[config.mk]
export PLATFORM = sky130hd
export DESIGN_NAME = uart_fifo_reader
export DESIGN_NICKNAME = d
export VERILOG_FILES = /design/src/rtl/uart_pkg.sv /design/src/rtl/uart_fifo_reader.sv
export SDC_FILE = /design/constraint.sdc
export NUM_CORES = 1
export LEC_CHECK = 0
export CAP_MARGIN = 20
export CELL_PAD_IN_SITES_DETAIL_PLACEMENT = 1
export CELL_PAD_IN_SITES_GLOBAL_PLACEMENT = 2
export CORE_MARGIN = 5
export CORE_UTILIZATION = 30
export CTS_CLUSTER_DIAMETER = 100
export CTS_CLUSTER_SIZE = 12
export DETAILED_ROUTE_END_ITERATION = 16
export GPL_TIMING_DRIVEN = 0
export PLACE_DENSITY_LB_ADDON = 0.12
export SYNTH_ARGS = -nofsm -noshare
export SYNTH_HDL_FRONTEND = slang
export SYNTH_SLANG_ARGS = --single-unit
export TNS_END_PERCENT = 5
[constraint.sdc]
create_clock -name clk_50m -period 1.8 [get_ports clk_50m]
set_input_delay 0.36 -clock clk_50m [delete_from_list [all_inputs] [get_ports clk_50m]]
set_output_delay 0.36 -clock clk_50m [all_outputs]
set_load 0.03 [all_outputs]
[src/rtl/uart_pkg.sv]
// Shared definitions for the UART RX FIFO word reader: FSM encoding, word width, timeout sizing.
// No logic; constants and one elaboration-time helper only.
// Not applicable (no handshake).
package uart_pkg;

    localparam int BYTE_W = 8;
    localparam int WORD_W = 16;

    typedef enum logic [2:0] {
        IDLE    = 3'd0,
        RD_HI   = 3'd1,
        LAT_HI  = 3'd2,
        WAIT_LO = 3'd3,
        RD_LO   = 3'd4,
        LAT_LO  = 3'd5,
        DONE    = 3'd6
    } state_t;

    // Number of clock cycles the reader waits for a low byte before dropping the high byte.
    function automatic logic [31:0] timeout_cyc(input logic [31:0] clk_freq,
                                                input logic [31:0] timeout_ms);
        return (clk_freq / 32'd1000) * timeout_ms;
    endfunction

endpackage

[src/rtl/uart_fifo_reader.sv]
// Pops byte pairs from a UART RX FIFO and assembles them into big-endian 16-bit words.
// Latency: 6 cycles from FIFO non-empty in IDLE to word_valid when both bytes are present.
// Backpressure: reads only while empty=0, one request outstanding; a missing low byte times out.
module uart_fifo_reader
    import uart_pkg::*;
#(
    parameter logic [31:0] CLK_FREQ   = 32'd50_000_000,
    parameter int          TIMEOUT_MS = 10
) (
    input  logic              clk_50m,
    input  logic              reset,
    output logic              uart_rx_fifo_clk,
    input  logic              uart_rx_fifo_empty,
    output logic              uart_rx_fifo_req,
    input  logic [BYTE_W-1:0] uart_rx_fifo_data,
    output logic [WORD_W-1:0] word_data,
    output logic              word_valid,
    output logic              frame_error,
    output logic [5:0]        led
);

    localparam logic [31:0] TIMEOUT_CYC = timeout_cyc(CLK_FREQ, 32'(TIMEOUT_MS));

    state_t            state;
    state_t            state_nxt;
    logic [BYTE_W-1:0] hi_byte;
    logic [BYTE_W-1:0] lo_byte;
    logic [31:0]       timeout_cnt;
    logic              timeout_hit;

    assign uart_rx_fifo_clk = clk_50m;

    always_comb begin
        state_nxt        = state;
        uart_rx_fifo_req = 1'b0;
        timeout_hit      = 1'b0;
        case (state)
            IDLE:    if (!uart_rx_fifo_empty) state_nxt = RD_HI;
            RD_HI: begin
                uart_rx_fifo_req = 1'b1;
                state_nxt        = LAT_HI;
            end
            LAT_HI:  state_nxt = WAIT_LO;
            // A low byte arriving on the terminal cycle takes priority over the timeout.
            WAIT_LO: begin
                if (!uart_rx_fifo_empty) begin
                    state_nxt = RD_LO;
                end else if (timeout_cnt == TIMEOUT_CYC - 32'd1) begin
                    timeout_hit = 1'b1;
                    state_nxt   = IDLE;
                end
            end
            RD_LO: begin
                uart_rx_fifo_req = 1'b1;
                state_nxt        = LAT_LO;
            end
            LAT_LO:  state_nxt = DONE;
            DONE:    state_nxt = IDLE;
            default: state_nxt = IDLE;
        endcase
    end

    always_ff @(posedge clk_50m) begin
        if (reset) begin
            state       <= IDLE;
            hi_byte     <= '0;
            lo_byte     <= '0;
            timeout_cnt <= '0;
            word_data   <= '0;
            word_valid  <= 1'b0;
            frame_error <= 1'b0;
            led         <= '0;
        end else begin
            state       <= state_nxt;
            word_valid  <= (state == DONE);
            frame_error <= timeout_hit;
            case (state)
                LAT_HI: begin
                    hi_byte     <= uart_rx_fifo_data;
                    timeout_cnt <= '0;
                end
                WAIT_LO: begin
                    if (timeout_hit) begin
                        hi_byte     <= '0;
                        timeout_cnt <= '0;
                    end else if (uart_rx_fifo_empty) begin
                        timeout_cnt <= timeout_cnt + 32'd1;
                    end
                end
                LAT_LO:  lo_byte <= uart_rx_fifo_data;
                DONE: begin
                    word_data <= {hi_byte, lo_byte};
                    led       <= lo_byte[5:0];
                end
                default: ;
            endcase
        end
    end

endmodule

# Word level (Yosys, flattened, before mapping)
# Index checks and enable logic that the tools add are counted.
# op_classes
add_sub_neg	1
mul	0
div_mod_pow	0
order_cmp	0
eq_ne	11
n_shift	0
n_mux	13
bitwise	0
n_reduce_logical	6
# ops
op	count
$mux 32	2
$pmux 32 s2	1
$add 32x1->32 const B	1
$eq 32x19->1 const B	1
$pmux 3 s6	1
$pmux 8 s2	1
$eq 3x3->1 const B	3
$mux 3	3
$mux 8	1
$eq 3x2->1 const B	2
$ne 3x3->1 const B	2
$reduce_and 2->1	3
$mux 1	4
$ne 2x2->1 const B	2
$eq 3x1->1 const B	1
$logic_not 3->1	1
$reduce_bool 2->1	1
$reduce_or 2->1	1
# word_totals
ff_bits	75
latch_bits	0
ramBits	0
mem_bits_ro	0
in_bits	11
out_inout_bits	26
wordCells	39
n_memories	0

# Logic depth before layout (Yosys ltp)
# logic_depth
word_depth	6
mapped_depth	8
ltp_nobuf	6

==> impl_results.md <==
- Status: finished, violations left
- Failing checks: setup timing
- Detailed-placement wirelength estimate: 6420 microns
- Post-synth cell types: 43
- First DRT Iteration DRCs: 128
- Min cycle time layout: 1.90 ns
- GPL Wtd Cong: 0.750
- Peak VDD IR: 0.267 mV
- Asr flop ratio synth: 0%
- Die Footprint: 12600 sq um
- Cell area after placement: 3670 sq um
- Synth top cells by count: dfxtp_1 (69), nand2_1 (53), nor2_1 (44), a21oi_1 (27), a31oi_1 (22)
- Drt total wl: 9510 microns
- Setup WS post-layout: -0.0982 ns
- Ys Warns: 0
- Largest net degree at the start of global routing: 14
- GRT overflow: 0
- DR vias: 2970
- First-pass detailed-route iteration total: 4
- Post-route core utilization: 41.0%
- Share of layout cells above drive strength 1: 24.0%
- Gr usage total: 15.3%
- Max-cap violation count: 0
- Vias in the first global route: 2930
- CP Max Fanout: 9
- Tot Pwr: 3.54 mW
- IO buf count: 36
- CTS tree: yes
- Area grow syn2layout: 33.9%
- Later-pin clock latency in the skew report: 0.46 ns
- Count leader, synth: dfxtp_1
- First-pass GRT wire length: 15300 microns
- Finished Layout Cells: 573
- Core Area: 10200 sq um
- Main flop type after synthesis: dfxtp_1
- Layout Skew: 0.00994 ns
- Sequential share of the synthesized area: 44.1%
- Synth Register Bits: 69
- Initial Util: 30.6%
- Dominant cell type by area after synthesis: dfxtp_1
- Vias/cell: 5.18
- Slew Limit Fails: 0
- Startpoint Class: register
- Final period util: 105%
- DIE HEIGHT: 112 microns
- Reg area: 1400 sq um
- Max Clk Rate: 527 MHz
- Placed Cells incl. Taps: 550
- Syn_nets: 390
- Worst path slowest cell: or4_4
- Design Area, Final: 4190 sq um
- Worst-path clk slew: 0.08 ns
- CP required: 2.14 ns
- Synth top area share: 44.1%
- Cell Pwr Density: 844 nW/um^2
- Fin. Hold Viols: 0
- Crit. End Element: register
- Arrival @ worst endpoint: 2.24 ns
- Max incr delay on CP: 0.59 ns
- Syn Inst Count: 378
- Io pins: 37
- Row count: 37
- Antenna-violating nets left: 0
- DRC: 0
- Synth Area per Inst: 8.28 sq um
- Chain of cells forming the critical path: nand3_4, or4_4, nor4_2, nand3b_1, a31oi_1
- Largest cells by area after synthesis: dfxtp_1 (44%), nand2_1 (6.4%), nor2_1 (5.3%)
- Worst Setup Path Type: reg2reg
- Leak: 1.54 nW
- RSZ-0062 raised after global routing: yes
- Initial antenna violation count: 0
- Final setup vio count: 12
- Fillers: 1228
- WHS: 0.452 ns
- Worst hold path class: reg2reg
- Mapped cell area: 3130 sq um
- WL/cell: 16.6 microns
- Tightest Pin Transition: 0.629 ns
- ANT cells: 0
- Post-synth EDFFs: 0
- Die width: 112 microns
- Multi-input logic area: 1780 sq um
- Layout Nets: 444
- Relative max-transition margin: 57.9%
==> registers in the layout (all words and copies together) (netlist names) <==
register and cells:
word_valid 1, hi_byte 8, word_data 16, frame_error 1
lo_byte 8, state 3, timeout_cnt 32
==> worst paths after layout <==
| kind | from | endpoint | slack (ns) | depth (start not counted) |
|---|---|---|---|---|
| min reg2reg | word_data[7]$_SDFFE_PP0P_ | word_data[7]$_SDFFE_PP0P_ | 0.45 | 2 |
| max | timeout_cnt[10]$_SDFFE_PP0P_ | timeout_cnt[31]$_SDFFE_PP0P_ | -0.1 | 5 |
| min | word_data[7]$_SDFFE_PP0P_ | word_data[7]$_SDFFE_PP0P_ | 0.45 | 2 |
| max reg2reg | timeout_cnt[10]$_SDFFE_PP0P_ | timeout_cnt[31]$_SDFFE_PP0P_ | -0.1 | 5 |
==> cell families after synthesis <==
family | after synthesis | synth area share, %
AND/OR/NAND/NOR | 176 | 28.9
multiplexers | 9 | 2.88
XOR/XNOR | 17 | 4.76
adder cells (fa/ha/maj) | 1 | 0.400
buffers and inverters | 36 | 5.60
flip-flops | 69 | 44.1
AO/OA/AOI/OAI | 70 | 13.3
==> placed cells by master (no fill, tap or decap), drive strengths merged, types with 2 or more instances in the layout <==
cell           Yosys  layout
clkinv             0       3
bufinv             0       2
nor2              44      44
xor2               2       2
nor4              11      11
clkbuf            14      26
nand3b             8       8
a21oi             27      27
nor2b              2       2
xnor2             15      15
a31oi             22      22
o21ai             10      10
or2                3       3
dlygate4sd2        0      19
inv                8       9
and3               3       3
or4                3       3
nand2b             2       2
mux2i              9       9
nand4              8       8
nand2             53      53
dfxtp             69      69
nand3             19      19
a41oi              4       4
nor3               9       9
nor4b              2       2
and4               5       5
buf               14      25
clkdlybuf4s50      0      10
==> power by group <==
part	leakage [nW]	internal, mW	switching (mW)
logic	0.839	0.0980	0.153
registers	0.564	1.55	0.0138
clock network	0.141	0.983	0.742
total	1.54	2.63	0.908
==> worst max-delay path, delay by kind of cell (launching register included) <==
kind               cells  cell delay (ns)
and+or+nand+nor        4             1.27
AOI/OAI and AO/OA      1             0.08
DFF                    1             0.43
==> routing by layer <==
layer,wire [microns],GRT usage [%],part of all wire [%],vias up
li1,-,-,-,1447
met1,4260,18.3,45,1448
met2,4670,25.4,49,62
met3,431,4.85,4.5,13
met4,139,6.17,1.5,0
met5,0,0,0,-
==> what timing repair did <==
action                                  CTS  global route
hold buffers                              0             0
pin swaps                                 1            14
gates resized for setup                  77            28
buffers inserted                          3             2
endpoints found under the setup margin   76            56
==> per-stage QoR <==
stage	setup WS (ns)	setup TNS, ns
finish	-0.0982	-0.682
floorplan	0.00846	0
global placement	-0.782	-28.35
CTS	-0.132	-0.522
global route	-0.227	-2.68
detailed placement	-0.825	-28.22
==> cell type report <==
type                    instances  share of cell area (%)
multi-input cells             273                    42.4
flip-flops and latches         69                    33.5
repair buffers                 40                    8.72
plain buffers                  27                    4.18
clock buffers                  13                    4.12
well taps                     136                    4.06
clock inverters                 7                    2.36
inverters                       8                   0.716
(Power assumes the default switching activity.)
